## config.mk

```make
export PLATFORM = sky130hd
export DESIGN_NAME = match_round_controller_flat
export DESIGN_NICKNAME = d
export VERILOG_FILES = /design/src/rtl/match_round_controller_pkg.sv /design/src/rtl/match_round_controller_if.sv /design/src/rtl/match_round_controller_second_strobe.sv /design/src/rtl/match_round_controller.sv /design/src/flat_wrapper.sv
export SDC_FILE = /design/constraint.sdc
export NUM_CORES = 1
export LEC_CHECK = 0
export CAP_MARGIN = 40
export CORE_ASPECT_RATIO = 0.5
export CORE_UTILIZATION = 50
export DETAILED_ROUTE_END_ITERATION = 10
export DONT_BUFFER_PORTS = 1
export PLACE_DENSITY = 0.64
export REMOVE_ABC_BUFFERS = 1
export SYNTH_ARGS = -nofsm -noshare
export SYNTH_HDL_FRONTEND = slang
export SYNTH_HIERARCHICAL = 1
export SYNTH_SLANG_ARGS = --single-unit
```

## constraint.sdc

```tcl
create_clock -name clk -period 4.9 [get_ports clk]
set_clock_uncertainty 0.15 [all_clocks]
set_input_delay 1.47 -clock clk [delete_from_list [all_inputs] [get_ports clk]]
set_output_delay 1.47 -clock clk [all_outputs]
set_load 0.02 [all_outputs]
```

## src/rtl/match_round_controller_pkg.sv

```systemverilog
// Shared types for the fighter match sequencer: state and winner
// encodings, HP width and small scoring helpers.
package match_pkg;

    localparam int HP_W = 9;

    typedef enum logic [2:0] {
        S_IDLE       = 3'd0,
        S_COUNTDOWN  = 3'd1,
        S_FIGHT      = 3'd2,
        S_ROUND_END  = 3'd3,
        S_MATCH_OVER = 3'd4
    } state_t;

    typedef enum logic [1:0] {
        WIN_NONE = 2'd0,
        WIN_P1   = 2'd1,
        WIN_P2   = 2'd2,
        WIN_DRAW = 2'd3
    } winner_t;

    function automatic winner_t hp_compare(
        input logic [HP_W-1:0] h1,
        input logic [HP_W-1:0] h2
    );
        if (h1 > h2)      return WIN_P1;
        else if (h2 > h1) return WIN_P2;
        else              return WIN_DRAW;
    endfunction

    function automatic logic [1:0] sat_inc(input logic [1:0] w);
        return (w == 2'd3) ? w : w + 2'd1;
    endfunction

endpackage

```

## src/rtl/match_round_controller_if.sv

```systemverilog
// Game-side bundle of the match sequencer: HP in, match status out.
// master = controller, slave = HP/physics/status-bar side.
interface match_round_controller_if;
    import match_pkg::*;

    logic [HP_W-1:0] health_1;
    logic [HP_W-1:0] health_2;
    logic [2:0]      state;
    logic            controls_en;
    logic            round_rst;
    logic [1:0]      countdown;
    logic [6:0]      round_time;
    logic [2:0]      round_num;
    logic [1:0]      wins_1;
    logic [1:0]      wins_2;
    logic [1:0]      round_winner;
    logic [1:0]      match_winner;
    logic            paused;

    modport master (
        input  health_1, health_2,
        output state, controls_en, round_rst, countdown, round_time,
        output round_num, wins_1, wins_2, round_winner, match_winner,
        output paused
    );

    modport slave (
        output health_1, health_2,
        input  state, controls_en, round_rst, countdown, round_time,
        input  round_num, wins_1, wins_2, round_winner, match_winner,
        input  paused
    );

endinterface

```

## src/rtl/match_round_controller_second_strobe.sv

```systemverilog
// game_tick synchroniser, rising-edge pulse and per-second divider.
// clr_i restarts the second; en_i low freezes the divider.
module second_strobe #(
    parameter int TICKS_PER_SEC = 20
) (
    input  logic clk,
    input  logic rst_n,
    input  logic game_tick_i,
    input  logic clr_i,
    input  logic en_i,
    output logic tick_p_o,
    output logic sec_p_o
);

    localparam int CW = (TICKS_PER_SEC > 1) ? $clog2(TICKS_PER_SEC) : 1;
    localparam logic [CW-1:0] LAST = CW'(TICKS_PER_SEC - 1);

    logic          sync0_q, sync1_q, prev_q, tick_q;
    logic [CW-1:0] sub_cnt_q, sub_cnt_d;

    always_ff @(posedge clk or negedge rst_n) begin
        if (!rst_n) begin
            sync0_q   <= 1'b0;
            sync1_q   <= 1'b0;
            prev_q    <= 1'b0;
            tick_q    <= 1'b0;
            sub_cnt_q <= '0;
        end else begin
            sync0_q   <= game_tick_i;
            sync1_q   <= sync0_q;
            prev_q    <= sync1_q;
            tick_q    <= sync1_q & ~prev_q;
            sub_cnt_q <= sub_cnt_d;
        end
    end

    assign tick_p_o = tick_q;
    assign sec_p_o  = tick_q & en_i & (sub_cnt_q == LAST);

    always_comb begin
        sub_cnt_d = sub_cnt_q;
        if (clr_i)
            sub_cnt_d = '0;
        else if (tick_q && en_i)
            sub_cnt_d = (sub_cnt_q == LAST) ? '0 : sub_cnt_q + CW'(1);
    end

endmodule

```

## src/rtl/match_round_controller.sv

```systemverilog
// Two-player match sequencer: countdown, fight, round scoring, match result.
// Optional MATCH_PAUSE_EN adds pause_btn and the pause toggle in FIGHT.
module match_round_controller
    import match_pkg::*;
#(
    parameter int TICKS_PER_SEC     = 20,
    parameter int COUNTDOWN_SECONDS = 3,
    parameter int ROUND_SECONDS     = 60,
    parameter int END_HOLD_SECONDS  = 2,
    parameter int ROUNDS_TO_WIN     = 2,
    parameter int MAX_ROUNDS        = 5
) (
    input  logic clk,
    input  logic reset,
    input  logic game_tick,
    input  logic start_btn,
`ifdef MATCH_PAUSE_EN
    input  logic pause_btn,
`endif
    match_round_controller_if.master bus
);

    localparam logic [1:0] CD_INIT   = 2'(COUNTDOWN_SECONDS);
    localparam logic [6:0] RT_INIT   = 7'(ROUND_SECONDS);
    localparam logic [2:0] HOLD_LAST = 3'(END_HOLD_SECONDS - 1);
    localparam logic [1:0] RTW       = 2'(ROUNDS_TO_WIN);
    localparam logic [2:0] MAXR      = 3'(MAX_ROUNDS);

    state_t     state_q, state_d;
    logic [1:0] countdown_q, countdown_d;
    logic [6:0] round_time_q, round_time_d;
    logic [2:0] round_num_q, round_num_d;
    logic [1:0] wins_1_q, wins_1_d, wins_2_q, wins_2_d;
    winner_t    rw_q, rw_d, mw_q, mw_d, res;
    logic [2:0] hold_q, hold_d;
    logic       paused_q, paused_d;
    logic       ctl_q, ctl_d, rrst_q, rrst_d;
    logic       start_prev_q, start_p, pause_p;
    logic       sec_p, tick_unused, ko, z1, z2;

    second_strobe #(.TICKS_PER_SEC(TICKS_PER_SEC)) u_strobe (
        .clk         (clk),
        .rst_n       (reset),
        .game_tick_i (game_tick),
        .clr_i       (state_d != state_q),
        .en_i        (~paused_q),
        .tick_p_o    (tick_unused),
        .sec_p_o     (sec_p)
    );

    assign start_p = start_btn & ~start_prev_q;

`ifdef MATCH_PAUSE_EN
    logic pause_prev_q;
    always_ff @(posedge clk or negedge reset) begin
        if (!reset) pause_prev_q <= 1'b0;
        else        pause_prev_q <= pause_btn;
    end
    assign pause_p = pause_btn & ~pause_prev_q;
`else
    assign pause_p = 1'b0;
`endif

    always_ff @(posedge clk or negedge reset) begin
        if (!reset) begin
            state_q      <= S_IDLE;
            countdown_q  <= '0;
            round_time_q <= '0;
            round_num_q  <= '0;
            wins_1_q     <= '0;
            wins_2_q     <= '0;
            rw_q         <= WIN_NONE;
            mw_q         <= WIN_NONE;
            hold_q       <= '0;
            paused_q     <= 1'b0;
            ctl_q        <= 1'b0;
            rrst_q       <= 1'b1;
            start_prev_q <= 1'b0;
        end else begin
            state_q      <= state_d;
            countdown_q  <= countdown_d;
            round_time_q <= round_time_d;
            round_num_q  <= round_num_d;
            wins_1_q     <= wins_1_d;
            wins_2_q     <= wins_2_d;
            rw_q         <= rw_d;
            mw_q         <= mw_d;
            hold_q       <= hold_d;
            paused_q     <= paused_d;
            ctl_q        <= ctl_d;
            rrst_q       <= rrst_d;
            start_prev_q <= start_btn;
        end
    end

    assign z1 = (bus.health_1 == '0);
    assign z2 = (bus.health_2 == '0);
    assign ko = z1 | z2;

    always_comb begin
        state_d      = state_q;
        countdown_d  = countdown_q;
        round_time_d = round_time_q;
        round_num_d  = round_num_q;
        wins_1_d     = wins_1_q;
        wins_2_d     = wins_2_q;
        rw_d         = rw_q;
        mw_d         = mw_q;
        hold_d       = hold_q;
        paused_d     = paused_q;
        res          = WIN_NONE;
        unique case (state_q)
            S_IDLE: if (start_p) begin
                state_d     = S_COUNTDOWN;
                round_num_d = 3'd1;
                wins_1_d    = '0;
                wins_2_d    = '0;
                rw_d        = WIN_NONE;
                mw_d        = WIN_NONE;
                countdown_d = CD_INIT;
            end
            S_COUNTDOWN: if (sec_p) begin
                if (countdown_q == 2'd1) begin
                    state_d      = S_FIGHT;
                    round_time_d = RT_INIT;
                    countdown_d  = '0;
                end else begin
                    countdown_d = countdown_q - 2'd1;
                end
            end
            S_FIGHT: begin
                if (pause_p) paused_d = ~paused_q;
                // KO is checked first so it overrides a same-clk timeout
                if (ko) begin
                    state_d = S_ROUND_END;
                    unique case (1'b1)
                        (z1 & z2):  res = WIN_DRAW;
                        (z2 & ~z1): res = WIN_P1;
                        (z1 & ~z2): res = WIN_P2;
                        default:    res = WIN_NONE;
                    endcase
                end else if (sec_p) begin
                    round_time_d = round_time_q - 7'd1;
                    if (round_time_q == 7'd1) begin
                        state_d = S_ROUND_END;
                        res     = hp_compare(bus.health_1, bus.health_2);
                    end
                end
                if (state_d == S_ROUND_END) begin
                    rw_d     = res;
                    hold_d   = '0;
                    paused_d = 1'b0;
                    if (res == WIN_P1) wins_1_d = sat_inc(wins_1_q);
                    if (res == WIN_P2) wins_2_d = sat_inc(wins_2_q);
                end
            end
            S_ROUND_END: if (sec_p) begin
                if (hold_q != HOLD_LAST) begin
                    hold_d = hold_q + 3'd1;
                end else if (wins_1_q == RTW || wins_2_q == RTW ||
                             round_num_q == MAXR) begin
                    state_d = S_MATCH_OVER;
                    if (wins_1_q > wins_2_q)      mw_d = WIN_P1;
                    else if (wins_2_q > wins_1_q) mw_d = WIN_P2;
                    else                          mw_d = WIN_DRAW;
                end else begin
                    state_d     = S_COUNTDOWN;
                    round_num_d = round_num_q + 3'd1;
                    countdown_d = CD_INIT;
                end
            end
            S_MATCH_OVER: if (start_p) begin
                state_d     = S_IDLE;
                round_num_d = '0;
            end
            default: state_d = S_IDLE;
        endcase
        ctl_d  = (state_d == S_FIGHT) && !paused_d;
        rrst_d = (state_d == S_IDLE) || (state_d == S_COUNTDOWN);
    end

    assign bus.state        = state_q;
    assign bus.controls_en  = ctl_q;
    assign bus.round_rst    = rrst_q;
    assign bus.countdown    = countdown_q;
    assign bus.round_time   = round_time_q;
    assign bus.round_num    = round_num_q;
    assign bus.wins_1       = wins_1_q;
    assign bus.wins_2       = wins_2_q;
    assign bus.round_winner = rw_q;
    assign bus.match_winner = mw_q;
    assign bus.paused       = paused_q;

endmodule

```

## src/flat_wrapper.sv

```systemverilog
// flat-port wrapper written by rule: the top's interface ports become plain ports
module match_round_controller_flat import match_pkg::*;
#(
    parameter int TICKS_PER_SEC     = 20,
    parameter int COUNTDOWN_SECONDS = 3,
    parameter int ROUND_SECONDS     = 60,
    parameter int END_HOLD_SECONDS  = 2,
    parameter int ROUNDS_TO_WIN     = 2,
    parameter int MAX_ROUNDS        = 5
)
  (clk, reset, game_tick, start_btn, bus_health_1, bus_health_2, bus_state, bus_controls_en, bus_round_rst, bus_countdown, bus_round_time, bus_round_num, bus_wins_1, bus_wins_2, bus_round_winner, bus_match_winner, bus_paused);
  match_round_controller_if bus_i ();
  input  logic clk;
  input  logic reset;
  input  logic game_tick;
  input  logic start_btn;
  input wire logic [$bits(bus_i.health_1)-1:0] bus_health_1;
  input wire logic [$bits(bus_i.health_2)-1:0] bus_health_2;
  output wire logic [$bits(bus_i.state)-1:0] bus_state;
  output wire logic [$bits(bus_i.controls_en)-1:0] bus_controls_en;
  output wire logic [$bits(bus_i.round_rst)-1:0] bus_round_rst;
  output wire logic [$bits(bus_i.countdown)-1:0] bus_countdown;
  output wire logic [$bits(bus_i.round_time)-1:0] bus_round_time;
  output wire logic [$bits(bus_i.round_num)-1:0] bus_round_num;
  output wire logic [$bits(bus_i.wins_1)-1:0] bus_wins_1;
  output wire logic [$bits(bus_i.wins_2)-1:0] bus_wins_2;
  output wire logic [$bits(bus_i.round_winner)-1:0] bus_round_winner;
  output wire logic [$bits(bus_i.match_winner)-1:0] bus_match_winner;
  output wire logic [$bits(bus_i.paused)-1:0] bus_paused;
  assign bus_i.health_1 = bus_health_1;
  assign bus_i.health_2 = bus_health_2;
  assign bus_state = bus_i.state;
  assign bus_controls_en = bus_i.controls_en;
  assign bus_round_rst = bus_i.round_rst;
  assign bus_countdown = bus_i.countdown;
  assign bus_round_time = bus_i.round_time;
  assign bus_round_num = bus_i.round_num;
  assign bus_wins_1 = bus_i.wins_1;
  assign bus_wins_2 = bus_i.wins_2;
  assign bus_round_winner = bus_i.round_winner;
  assign bus_match_winner = bus_i.match_winner;
  assign bus_paused = bus_i.paused;
  match_round_controller #(.TICKS_PER_SEC(TICKS_PER_SEC), .COUNTDOWN_SECONDS(COUNTDOWN_SECONDS), .ROUND_SECONDS(ROUND_SECONDS), .END_HOLD_SECONDS(END_HOLD_SECONDS), .ROUNDS_TO_WIN(ROUNDS_TO_WIN), .MAX_ROUNDS(MAX_ROUNDS)) u_core (.clk(clk), .reset(reset), .game_tick(game_tick), .start_btn(start_btn), .bus(bus_i));
endmodule
```

# Yosys cells after proc, flatten, opt, wreduce, memory -nomap -nowiden
# Cells that the tools add are included.
# Widths: inputs -> output; s select.
# word_totals
elab_cells,165
ff_bits,39
input_bits,22
out_inout_bits,26
# classes
magnitude_cmp,4
mux,63
n_addsub,7
n_reduce_logical,25
n_eq_ne,35
bitwise,13
# op_table
operator,count
$mux 3,19
$mux 2,23
$mux 7,4
$ne 2x1->1 const B,11
$reduce_and 5->1,4
$gt 9x9->1,2
$logic_not 9->1,2
$pmux 2 s2,4
$mux 5,3
$pmux 3 s5,1
$pmux 7 s2,1
$eq 3x2->1 const B,4
$pmux 2 s3,2
$reduce_and 6->1,2
$eq 2x2->1 const B,5
$ne 2x2->1 const B,5
$reduce_bool 2->1,5
$pmux 3 s3,1
$and 1x1->1,7
$eq 7x1->1 const B,1
$sub 7x1->7 const B,1
$add 3x1->3 const B,2
$eq 3x1->1 const B,2
$eq 3x3->1 const B,2
19 further kinds,34

# Longest topological paths before layout
# depth
word_depth,11
depth_mapped,9

# By module
# Netlist, hierarchy kept.
# modules_own_cells
module,area_each_um2,n_inst,cells_each,seq_area_each_um2
match_round_controller,1980.6,1,218,752.0
second_strobe,372.9,1,32,225.2

# Worst setup path after synthesis
# No wires, ideal clock.
# synth_timing
path_type,input-to-reg
start,input bus_health_1[1]
end,register u_core.wins_1_q[0] (netlist: u_core/bus.wins_1[0])
required_time_ps,4671
arrival_time_ps,3140
n_path_buf,0
setup_slack_ps,1531
cell_stages,8
setup_time_ps,79
path_cell_list,inv_1 -> ha_1 -> nor2b_1 -> o21a_1 -> o21a_1 -> or3_1 -> a2111o_1 -> mux2i_1
# synth_via
elab_chain_len,10
word_cells_on_any_way,22
# synth_rtl
element,line_no,text
from (decl),flat_wrapper.sv:17,input wire logic [$bits(bus_i.health_1)-1:0] bus_health_1;
$gt 9x9->1,match_round_controller_pkg.sv:27,else if (h2 > h1) return WIN_P2;
$mux 1,match_round_controller_pkg.sv:27,
$mux 2,match_round_controller_pkg.sv:26,if (h1 > h2) return WIN_P1;
$mux 2,match_round_controller.sv:144,if (round_time_q == 7'd1) begin
$mux 2,match_round_controller.sv:142,end else if (sec_p) begin
$mux 2,match_round_controller.sv:134,if (ko) begin
$mux 2,match_round_controller.sv:112,unique case (state_q)
$eq 2x1->1,match_round_controller.sv:153,if (res == WIN_P1) wins_1_d = sat_inc(wins_1_q);
$ne 2x1->1 (no line),--,
$reduce_and 5->1 (no line) *,--,
to (signal assigned),match_round_controller.sv:84,wins_1_q <= wins_1_d;
to (decl),match_round_controller.sv:33,"logic [1:0] wins_1_q, wins_1_d, wins_2_q, wins_2_d;"
# Every way passes the cells marked *; elsewhere a longest branch is shown, timed or not. The select of a mux whose other input is x is not followed.
# A chain may end at the register's enable or synchronous reset.

# Worst setup path after layout
# layout_timing
start,input bus_health_1[1]
end,register u_core.u_strobe.sub_cnt_q[2]
# layout_via
elab_chain_len,7
word_cells_on_any_way,8
# layout_rtl
element,line_no,text
$logic_not 9->1 *,match_round_controller.sv:96,assign z1 = (bus.health_1 == '0);
$or 1x1->1 *,match_round_controller.sv:98,assign ko = z1 | z2;
$mux 3 *,match_round_controller.sv:134,
$mux 3 *,match_round_controller.sv:112,
$pmux 3 s5 *,match_round_controller.sv:112,
$ne 3x3->1 *,match_round_controller.sv:45,".clr_i (state_d != state_q),"
$mux 5 or $reduce_bool 2->1 (tied branches),--,
to (signal assigned),match_round_controller_second_strobe.sv:33,sub_cnt_q <= sub_cnt_d;
to (decl),match_round_controller_second_strobe.sv:19,"logic [CW-1:0] sub_cnt_q, sub_cnt_d;"
# Marked as above.

==> results.txt <==
Vias per inst - 5.78
Reg-to-Reg Start - u_core/u_strobe/sub_cnt_q[0]$_DFFE_PN0P_
Total GRT Usage - 20.7%
TritonCTS clock tree - done
Setup-failing EPs final - 0
Largest net degree at the start of global routing - 40
Post-synth ARST share - 100%
Clk slew on worst S/H paths - 0.07 ns
Core ar. - 4470 um2
Top post-synthesis cells by area - dfrtp_1, ha_1, inv_1
Lkg Pwr - 1.20 nW
Setup bufs post-CTS - 0
Antenna-violating nets left - 0
Antenna cells - 0
Fin area - 2540 um2
Root Buffer - clkbuf_8
Row count - 17
Yosys cell types - 46
Post-DR wirelength/cell - 15.0 um
Most common cell in the netlist - dfrtp_1
CP peak stage delay - 0.57 ns
Slowest CP cell - a31oi_1
Tcrit/Tclk final - 69.9%
# fillers - 397
Die height - 50.5 um
Post-synth EDFFs - 0
Crit. End Element - flip-flop
Cell Area, Placed - 2420 um2
Initial DRC Count - 69
Layout area overhead - 7.81%
Crit path launch - bus_health_1[1]
Post-synth top area share - 40.4%
Post-synthesis sequential area ratio - 41.5%
Total wire length - 4680 um
# hold bufs at CTS - 0
Reg2reg end - u_core/u_strobe/sub_cnt_q[2]$_DFFE_PN0P_
Nets@finish - 300
Mapped Area - 2350 um2
# DRC - 0
Worst Hold Margin - 0.224 ns
Crit-path max FO - 10
Worst R2R Setup Slack - 1.75 ns
Vias in the first global route - 1,772
RSZ-0062 raised after global routing - false
HPWL Detailed - 3580 um
Die Span X - 99.0 um
Synth Flop Type - dfrtp_1
Vias post-DR - 1,808
CP Data Arrival Time - 3.42 ns
Hold Path Class - flip-flop to flip-flop
Slew Limit Fails - 0
Startpoint types - primary input
Fin crit period - 3.42 ns
Initial DRT Pass Iterations - 4
CTS H-tree depth - 2
CTS resizes - 0
Die area - 5000 um2
Max Cap Violations - 0
Max transition margin - 59.4%
Number of synthesized register bits - 39
CP required - 4.90 ns
Total grt overflow - 0
Setup TNS - 0 ns
CP top delay family - compound AO/OA/AOI/OAI gates
Slew @ Worst Pin - 0.603 ns
Share of post-route cells with drive strength above 1 - 6.25%
FMAX - 292 MHz
I/O pins - 48
Clock sink count - 39
Power Dens Cells - 312 nW/um2
Placer congestion estimate - 0.799
Post-synth top area cell - dfrtp_1
First-pass GRT wire length - 8040 um
Cell depth of the worst min-delay path - 0
CP most frequent cell - nor3_1
Worst-Skew Late Latency - 0.28 ns
CP cell instances - nor4_1 -> nand4_1 -> a31oi_1 -> nor3_1 -> o21ai_0 -> nor3_1
Cells after Synth - 250
Initial cell density of the core - 52.7%
Hold EP - u_core/u_strobe/prev_q$_DFF_PN0_
Initial antenna violation count - 0
Warnings from Yosys - 6
Status - complete, no violations
Avg Cell Area, Syn - 9.41 um2
Worst setup path category - primary input to flip-flop
CTS Buf Count - 5
Peak supply drop - 0.000114 V
Worst R2R Path Depth - 9
Bufs on Longest Clock Path - 2
Synth cell count leaders - dfrtp_1, ha_1, inv_1
Final-report hold violation count - 0
Port Buffers - 0
CP Buf/Inv Count - 0
Hold path start - u_core/u_strobe/sync1_q$_DFF_PN0_
-- layer usage --
| layer | GRT usage (%) | wire length (um) | vias up |
|---|---|---|---|
| met2 | 34.3 | 2120 | 48 |
| met3 | 5.85 | 233 | 0 |
| li1 | - | - | 916 |
| met4 | 2.74 | 0 | 0 |
| met1 | 28.0 | 2330 | 844 |
| met5 | 0 | 0 | - |
-- worst max path at each step --
| stage | to | slack (ns) | cells past startpoint |
|---|---|---|---|
| floorplan | u_core/bus.wins_1[0]$_DFFE_PN0P_ | 1.53 | 8 |
| global placement | u_core/u_strobe/sub_cnt_q[2]$_DFFE_PN0P_ | 1.30 | 6 |
| detailed placement | u_core/u_strobe/sub_cnt_q[2]$_DFFE_PN0P_ | 1.18 | 6 |
| CTS | u_core/u_strobe/sub_cnt_q[2]$_DFFE_PN0P_ | 1.50 | 6 |
| global route | u_core/u_strobe/sub_cnt_q[2]$_DFFE_PN0P_ | 1.17 | 6 |
| finish | u_core/u_strobe/sub_cnt_q[2]$_DFFE_PN0P_ | 1.48 | 6 |
-- final cells by class --
class,instances,area (um2),share of cell area [%]
multi-input combinational,185,1280,50.3
sequential,39,977,38.5
inverter,23,86.3,3.40
clock buffer,6,82.6,3.25
tap,57,71.3,2.81
clock inverter,2,35.0,1.38
timing repair buffer,1,7.51,0.296
-- flip-flops by register name, summed over array words and instances (netlist names) --
signal / cells
u_core/bus.round_time: 7
u_core/u_strobe/sub_cnt_q: 5
u_core/bus.round_num: 3
u_core/bus.state: 3
u_core/hold_q: 3
u_core/bus.countdown: 2
u_core/bus.match_winner: 2
u_core/bus.round_winner: 2
u_core/bus.wins_1: 2
u_core/bus.wins_2: 2
u_core/bus.controls_en: 1
u_core/bus.paused: 1
u_core/bus.round_rst: 1
u_core/start_prev_q: 1
u_core/u_strobe/prev_q: 1
u_core/u_strobe/sync0_q: 1
u_core/u_strobe/sync1_q: 1
u_core/u_strobe/tick_p_o: 1
-- power by group --
part / switching, mW / leakage [nW] / total [mW] / internal [mW]
sequential: 0.0575 / 0.488 / 0.410 / 0.353
clock: 0.108 / 0.0612 / 0.273 / 0.165
combinational: 0.0570 / 0.650 / 0.109 / 0.0517
-- cells by family (layout without fill, tap and decap cells) --
| family | after synthesis | count (layout) | synth area share [%] |
|---|---|---|---|
| simple gates | 93 | 93 | 22.2 |
| mux | 7 | 7 | 3.08 |
| fa+ha+maj | 23 | 23 | 12.2 |
| flops | 39 | 39 | 41.5 |
| buf+inv | 26 | 32 | 4.20 |
| xor+xnor | 5 | 5 | 1.86 |
| compound gates | 57 | 57 | 14.9 |
-- worst reg2reg max path: cells and delay by family, from the launching register on --
kind / cells / cell delay, ns
AO/OA/AOI/OAI: 2 / 1.02
flip-flops: 1 / 0.39
adder cells (fa/ha/maj): 1 / 0.18
buffers and inverters: 1 / 0.23
AND/OR/NAND/NOR: 5 / 1.04
-- cell usage in the layout (no fill, tap or decap), types with 2 or more instances in the layout --
cell type,instances
or3_1,5
inv_1,23
a31oi_1,6
a21oi_1,16
nand4_1,4
o21ai_0,16
nor2b_1,7
o22ai_1,3
mux2_2,2
a41oi_1,2
o31ai_1,2
xnor2_1,3
a221oi_1,2
mux2i_1,5
and3_1,2
a22o_1,2
nand2_1,17
nand3_1,14
o21a_1,2
clkbuf_8,6
nand2b_1,5
xor2_1,2
nor4_1,3
dfrtp_1,38
nor2_1,17
nor3_1,8
ha_1,23
-- metrics by stage --
step	instances	setup WS, ns	utilization (%)	power (mW)
4_1_cts	313	1.50	56.8	0.804
3_3_place_gp	305	1.30	54.2	0.519
5_1_grt	313	1.17	56.8	0.838
6_report	313	1.48	56.8	0.792
3_5_place_dp	305	1.18	54.2	0.525
2_1_floorplan	247	1.53	-	0.496
Power figures use the tool's default switching activity.
